==> src/rtl/decode_execute_pkg.sv <==
// Shared types, default widths and the signature step function for the decode/execute sweeper.
package decode_execute_pkg;

    typedef enum logic [1:0] {
        IDLE = 2'd0,
        RUN  = 2'd1,
        DONE = 2'd2
    } sweep_state_t;

    localparam int DEF_DATA_W = 4;
    localparam int DEF_SEL_W  = 3;
    localparam int DEF_SIG_W  = 16;

    // Rotate-left by one over the low w bits, then xor in the zero-extended result.
    // Operands wider than w are masked so callers may pass any zero-extended value.
    function automatic logic [63:0] sig_step(input logic [63:0] sig,
                                             input logic [63:0] rd_ext,
                                             input int unsigned w);
        logic [63:0] mask;
        logic [63:0] cur;
        logic [63:0] rot;
        mask = (w >= 32'd64) ? {64{1'b1}} : ((64'd1 << w) - 64'd1);
        cur  = sig & mask;
        rot  = ((cur << 1) | (cur >> (w - 32'd1))) & mask;
        return rot ^ (rd_ext & mask);
    endfunction

endpackage

==> src/rtl/sweep_counter.sv <==
// Operand-pair counter for the sweeper: clear, count enable and terminal-count flag.
module sweep_counter #(
    parameter int W = 8
) (
    input  logic         clk,
    input  logic         rst,
    input  logic         clr,
    input  logic         en,
    output logic [W-1:0] cnt,
    output logic         tc
);

    logic [W-1:0] cnt_q;
    logic [W-1:0] cnt_d;

    always_comb begin
        cnt_d = cnt_q;
        if (clr) begin
            cnt_d = '0;
        end else if (en) begin
            cnt_d = cnt_q + 1'b1;
        end
    end

    always_ff @(posedge clk) begin
        if (rst) begin
            cnt_q <= '0;
        end else begin
            cnt_q <= cnt_d;
        end
    end

    assign cnt = cnt_q;
    assign tc  = &cnt_q;

endmodule

==> src/rtl/decode_execute_sweeper.sv <==
// Exhaustive operand sweeper and signature collector for the decode/execute unit.
// Optional zero-result counter enabled by defining SWEEPER_ZERO_CNT_EN.
module decode_execute_sweeper
    import decode_execute_pkg::*;
#(
    parameter int               DATA_W   = DEF_DATA_W,
    parameter int               SEL_W    = DEF_SEL_W,
    parameter int               SIG_W    = DEF_SIG_W,
    parameter logic [SIG_W-1:0] SIG_SEED = '0
) (
    input  logic              clk,
    input  logic              rst,
    input  logic              start,
    input  logic [SEL_W-1:0]  sel_in,
    input  logic              hold,
    input  logic [DATA_W-1:0] rd_in,
    output logic [DATA_W-1:0] rs,
    output logic [DATA_W-1:0] rt,
    output logic [SEL_W-1:0]  sel,
    output logic              busy,
    output logic              done,
    output logic [SIG_W-1:0]  signature
`ifdef SWEEPER_ZERO_CNT_EN
    ,
    output logic [2*DATA_W:0] zero_cnt
`endif
);

    localparam int CNT_W = 2 * DATA_W;

    sweep_state_t     state_q, state_d;
    logic [SEL_W-1:0] sel_q, sel_d;
    logic [SIG_W-1:0] sig_q, sig_d;
    logic [SIG_W-1:0] sig_next;
    logic [CNT_W-1:0] cnt;
    logic             cnt_tc;
    logic             cnt_clr;
    logic             cnt_en;
    logic             accept;

    sweep_counter #(
        .W(CNT_W)
    ) u_cnt (
        .clk (clk),
        .rst (rst),
        .clr (cnt_clr),
        .en  (cnt_en),
        .cnt (cnt),
        .tc  (cnt_tc)
    );

    always_comb begin
        sig_next = SIG_W'(sig_step(64'(sig_q), 64'(rd_in), SIG_W));
    end

    always_comb begin
        state_d = state_q;
        sel_d   = sel_q;
        sig_d   = sig_q;
        cnt_clr = 1'b0;
        cnt_en  = 1'b0;
        accept  = 1'b0;
        case (state_q)
            IDLE: begin
                if (start) begin
                    accept  = 1'b1;
                    state_d = RUN;
                    sel_d   = sel_in;
                    sig_d   = SIG_SEED;
                    cnt_clr = 1'b1;
                end
            end
            RUN: begin
                // A held cycle freezes the counter and the signature; rd_in is not sampled.
                if (!hold) begin
                    cnt_en = 1'b1;
                    sig_d  = sig_next;
                    if (cnt_tc) begin
                        state_d = DONE;
                    end
                end
            end
            DONE: begin
                state_d = IDLE;
            end
            default: begin
                state_d = IDLE;
            end
        endcase
    end

    always_ff @(posedge clk) begin
        if (rst) begin
            state_q <= IDLE;
            sel_q   <= '0;
            sig_q   <= SIG_SEED;
        end else begin
            state_q <= state_d;
            sel_q   <= sel_d;
            sig_q   <= sig_d;
        end
    end

`ifdef SWEEPER_ZERO_CNT_EN
    logic [2*DATA_W:0] zc_q, zc_d;

    always_comb begin
        zc_d = zc_q;
        if (accept) begin
            zc_d = '0;
        end else if (cnt_en && (rd_in == '0)) begin
            zc_d = zc_q + 1'b1;
        end
    end

    always_ff @(posedge clk) begin
        if (rst) begin
            zc_q <= '0;
        end else begin
            zc_q <= zc_d;
        end
    end

    assign zero_cnt = zc_q;
`endif

    assign rs        = cnt[CNT_W-1:DATA_W];
    assign rt        = cnt[DATA_W-1:0];
    assign sel       = sel_q;
    assign busy      = (state_q == RUN);
    assign done      = (state_q == DONE);
    assign signature = sig_q;

endmodule

==> config.mk <==
export PLATFORM = sky130hd
export DESIGN_NAME = decode_execute_sweeper
export DESIGN_NICKNAME = d
export VERILOG_FILES = /design/src/rtl/decode_execute_pkg.sv /design/src/rtl/sweep_counter.sv /design/src/rtl/decode_execute_sweeper.sv
export SDC_FILE = /design/constraint.sdc
export NUM_CORES = 1
export LEC_CHECK = 0
export ABC_CLOCK_PERIOD_IN_PS = 1400
export BUFFER_PORTS_ARGS = -buffer_cell sky130_fd_sc_hd__buf_2
export CAP_MARGIN = 20
export CORE_ASPECT_RATIO = 0.75
export CORE_MARGIN = 3
export CORE_UTILIZATION = 44
export DETAILED_ROUTE_END_ITERATION = 10
export PLACE_DENSITY = 0.74
export SLEW_MARGIN = 20
export SYNTH_ARGS = -nofsm -noshare
export SYNTH_HDL_FRONTEND = slang
export SYNTH_SLANG_ARGS = --single-unit
==> constraint.sdc <==
create_clock -name clk -period 1.4 [get_ports clk]
set_clock_uncertainty 0.2 [all_clocks]
set_input_delay 0.07 -clock clk [delete_from_list [all_inputs] [get_ports clk]]
set_output_delay 0.07 -clock clk [all_outputs]
set_load 0.05 [all_outputs]
* Word level (Yosys, flattened, before mapping) *
Cells that the tools add are included.

storage, ports and cells
  input bits = 11
  register bits = 29
  output and inout port bits = 29

operators by class
  mux-type cells = 11
  reductions and logical operators = 7
  $add $sub $neg = 1
  eq/ne operators = 5
  bitwise operators = 2

operators with widths
  cell                   count
  $mux W16               2
  $pmux W16 S2           1
  $or A16 B1 Y16         1
  $xor A16 B4 Y16        1
  $add A8 B1 Y8 const B  1
  $reduce_and A8 Y1      1
  $mux W2                3
  $reduce_and A3 Y1      2
  $mux W1                4
  $ne A2 B2 Y1 const B   2
  $pmux W2 S2            1
  $eq A2 B1 Y1 const B   1
  $eq A2 B2 Y1 const B   1
  $logic_not A2 Y1       1
  $ne A2 B1 Y1 const B   1
  $reduce_and A2 Y1      1
  $reduce_bool A2 Y1     1
  $reduce_or A2 Y1       1

* Depth between registers and ports, before layout *
  depth in word-level cells = 4
  mapped depth = 7
  mapped depth without buffers = 5

* Hierarchy *
From an unflattened synthesis, not the netlist that was laid out.

unflattened totals
  cell total of the unflattened synthesis = 127
  area total of the unflattened synthesis = 1326.3 µm²

modules (own cells, without submodules)
  module                  instances  area an instance (µm²)  sequential area each (µm²)  cells an instance
  decode_execute_sweeper  1          972.2                   420.4                       87
  sweep_counter           1          354.1                   160.2                       40

* Worst setup path after synthesis *
Ideal clock, no wire load.

  kind = flip-flop to flip-flop
  start point = reg u_cnt.cnt_q[0], in the netlist u_cnt.cnt[0]
  end point = reg u_cnt.cnt_q[4], in the netlist u_cnt.cnt[4]
  setup time = 0.065 ns
  data required time = 1.135 ns
  arrival time = 1.487 ns
  cell stages (with the launch flop) = 6
  setup slack = -0.352 ns
  path through = dfxtp_1 -> ha_1 -> nor2b_1 -> nand4_1 -> xor2_1 -> nor2_1

between the ends
  word-level cells in the longest chain between the ends = 1

RTL lines
  item                    line                 text
  from (decl)             sweep_counter.sv:13  logic [W-1:0] cnt_q;
  from (signal assigned)  sweep_counter.sv:29  cnt_q <= cnt_d;
  $add A8 B1 Y8           sweep_counter.sv:21  cnt_d = cnt_q + 1'b1;

No other way between the ends.
A chain may end at the register's enable or synchronous reset.

* Worst setup path after layout *
  start point = reg state_q[1]
  end point = out busy

between the ends
  word-level cells in the longest chain between the ends = 1

RTL lines
  item                    line                           text
  from (decl)             decode_execute_sweeper.sv:31   sweep_state_t state_q, state_d;
  from (signal assigned)  decode_execute_sweeper.sv:98   state_q <= state_d;
  $eq A2 B1 Y1            decode_execute_sweeper.sv:130  assign busy = (state_q == RUN);
  to (decl)               decode_execute_sweeper.sv:20   output logic busy,

No other way between the ends.

==> results list <==
- In the final routed layout, each cell accounts on average for 13.2 um.
- In this run the critical register-to-register path is launched from state_q[1]$_SDFFE_PP0P_.
- STA classifies the critical path startpoint as a flip-flop.
- Final period utilization: 101%
- Start point of the worst hold path: hold
- Cell chain of the critical path: nand2b_4 > clkinv_8 > buf_12
- Clock-pin transition on the worst setup and hold timing paths: 0.09 ns
- The count of cells in the finished layout, fillers not included, comes to 241.
- The biggest area contributor in the post-synthesis netlist is dfxtp_1.
* Power density of the placed cells: 928 nW/um2
* Cell count after synthesis: 143
- Slowest-stage cell, CP: dfxtp_4
- The path class of the tightest hold or removal check is input port to flip-flop.
* Setup_tns: -0.0174 ns
- Half-perimeter wire length after detailed placement: 2.10 mm
* Run status: finished, violations left
- Once layout is complete, the utilization of the core stands at 75.3%.
- Combined buffer and inverter count along the critical path: 2
* Number of cells after detailed placement: 215
- Aggregate global routing overflow: 0
- Die height: 51.3 um
- For flop-to-flop paths, the worst setup slack is 0 ns.
- By area the synthesized netlist is led by dfxtp_1, a21oi_1, nand3_1.
- Number of antenna violations at the first check in global routing: 0
* Netlist area before placement: 1200 um2
* Width of the chip: 66.4 um
- TritonCTS built the clock tree.
- Via count of the routed design: 1245
- Delay of the slowest cell on the worst path: 0.40 ns
* Slew at the pin closest to its max-slew limit: 0.260 ns
* Number of unique standard cell types used by synthesis: 26
* Number of storage elements in the synthesis netlist: 29
- Count of endpoints failing setup in the final report: 1
* CP endpoint kind: output pin
- Area enclosed by the die boundary: 3410 um2
* Area of placed instances: 1520 um2
* Num CTS Buffers: 5
* Weighted congestion at the end of routability-driven global placement: 0.883
* Reg-to-Reg End: signature[14]$_SDFFE_PP0P_
- Total power draw: 0.00170 W
* IO Pins: 40
* CTS sink count: 29
- 0 antenna diodes ended up in the layout.
- The longest clock path from root to sink contains 2 buffers.
- Min cycle time layout: 1.42 ns
- GRT Total Usage: 19.6%
* Effective utilization at floorplan: 49.4%
- Maximum fanout along the worst path: 7
* Number of violations reported at the end of detailed-routing iteration 0: 78
- Critical path class: flip-flop to output pin
- After synthesis, the share of flip-flops with an asynchronous set or reset is 0%.
- Row generation in the floorplan step produced 15 rows.
* Headroom to the max-slew limit: 82.8%
* Vias in the first global route: 1154
- The worst register-to-register path has a depth of 6.
- Layout Area Growth over Synthesis: 52.4%
- The count of endpoints failing hold in the final timing report came to 0.
- Filler cell count: 176
- In the synthesized netlist the dominant register cell turns out to be dfxtp_1.
* Max-capacitance violation count: 0
- Critical path data required time: 1.13 ns
- Core area: 2440 um2
- Commonest cells post-synth: dfxtp_1, nand2_1, a21oi_1
* Detailed Routing Iterations Pass 1: 4
- For this run, the post-layout net count is 218.
- Maximum number of pins on one net before global-route repair: 20
- Once routing completed, OpenROAD measured the worst setup slack at -0.0174 ns.
* Antenna Nets Post-Route: 0
* Setup repair after global routing missed its margin: true
- Most common cell in the netlist: dfxtp_1
- Summed over all layers, the routed wires come to 3.19 mm.
- For this run, design rule violations remaining after detail routing come to 0.
- In this run the static leakage power is 0.767 nW.
- Sequential area share after synthesis: 48.2%
- Counting every net in the synthesized netlist gives 155.
- The checks that failed: negative setup slack.
* Total number of yosys warnings: 0
* WHS Path Cells: 5
- In this run the clock root is driven by a clkbuf_4.
* EDFF count, synth: 0
- Of the cells placed in the final design, the portion with a size suffix greater than 1 is 42.5%.
- Upper clock frequency limit: 0.706 GHz
- A synthesized cell averages 8.43 um2.
- Synth top area share: 48.2%
- Family with the most delay on the worst path: flip-flops
- After routing the design area is 1840 um2.
- Vias per std cell: 5.17
* Number of H-tree branching levels: 2
- Crit path DAT: 1.15 ns
* First-pass GRT wire length: 5.00 mm
- Clock latency on the worst-skew pair, taken at its later pin, is 0.33 ns.
* Worst ir drop on vdd: 0.000601 V
- Port bufs: 39
- Terminating pin of the worst hold path: u_cnt.cnt[5]$_SDFFE_PP0P_
- Number of slew-limit violations in the final report: 0
-- power by group --
group          switching, W  total [W]  leakage [nW]  internal, W
registers         0.0000150   0.000846         0.240     0.000831
logic              0.000151   0.000267         0.486     0.000116
clock network      0.000301   0.000591        0.0413     0.000291
total              0.000467    0.00170         0.767      0.00124
-- tightest hold or removal path: stages --
cell	delay, ns
buf_2	0.11
nand3b_1	0.20
nor3_2	0.08
xnor2_1	0.12
nor2_1	0.04
-- layout by cell type, fill, tap and decap left out, types with 3 or more instances in the layout --
master          n
dlygate4sd3_1  11
dfxtp_1        20
nand2_1        22
clkbuf_4        5
a21oi_1        17
nand2b_4        3
nand4_1         3
dfxtp_4         5
xor2_1          7
nand3_1        16
buf_2          37
nor2_1         11
o21ai_0         4
a21oi_2         3
xnor2_1         4
buf_4          12
dfxtp_2         4
-- area by class of cell --
cell class	instances	area [um2]	share of cell area, %
inverters	1	16.3	0.886
clock inverters	1	5.00	0.272
well taps	34	42.5	2.32
multi-input cells	105	658	35.8
repair inverters	1	8.76	0.477
repair buffers	63	437	23.8
clock buffers	7	65.1	3.54
flip-flops and latches	29	604	32.9
-- what timing repair did --
item | 4_1_cts | 5_1_grt
hold endpoints to repair | 23 | 3
hold buffers | 9 | 2
setup buffers | 0 | 6
gates resized for setup | 10 | 14
endpoints found under the setup margin | 18 | 27
cloned | 0 | 1
-- metrics by stage --
step	hold slack (ns)	setup slack [ns]
floorplan	-0.0478	-0.00353
global placement	0.0991	0.0203
detailed placement	0.101	-0.0282
CTS	-0.128	-0.0166
global route	0.148	-0.0641
finish	0.114	-0.0174
-- cells by family after synthesis --
logic type | synth area share (%)
simple gates | 25.6
flops | 48.2
fa+ha+maj | 1.04
xor+xnor | 8.00
buf+inv | 4.36
compound gates | 12.8
-- routing by layer --
layer	GRT usage, %	wire length, um	vias to the layer above
li1	-	-	614
met1	23.2	1340	577
met2	32.1	1590	46
met3	5.71	199	8
met4	10.1	64	0
met5	0	0	-
-- worst max-delay path by stage --
stage,cells past startpoint,end,start
2_1_floorplan,5,state_q[0]$_SDFFE_PP0P_,u_cnt.cnt[1]$_SDFFE_PP0P_
3_3_place_gp,5,state_q[0]$_SDFFE_PP0P_,u_cnt.cnt[0]$_SDFFE_PP0P_
3_5_place_dp,5,u_cnt.cnt[6]$_SDFFE_PP0P_,state_q[1]$_SDFFE_PP0P_
4_1_cts,3,busy,state_q[1]$_SDFFE_PP0P_
5_1_grt,3,busy,state_q[1]$_SDFFE_PP0P_
6_report,3,busy,state_q[1]$_SDFFE_PP0P_
-- registers in the layout (all words and copies together) (netlist names) --
signal     cells
signature     16
u_cnt.cnt      8
sel            3
state_q        2
Power figures use the tool's default switching activity.
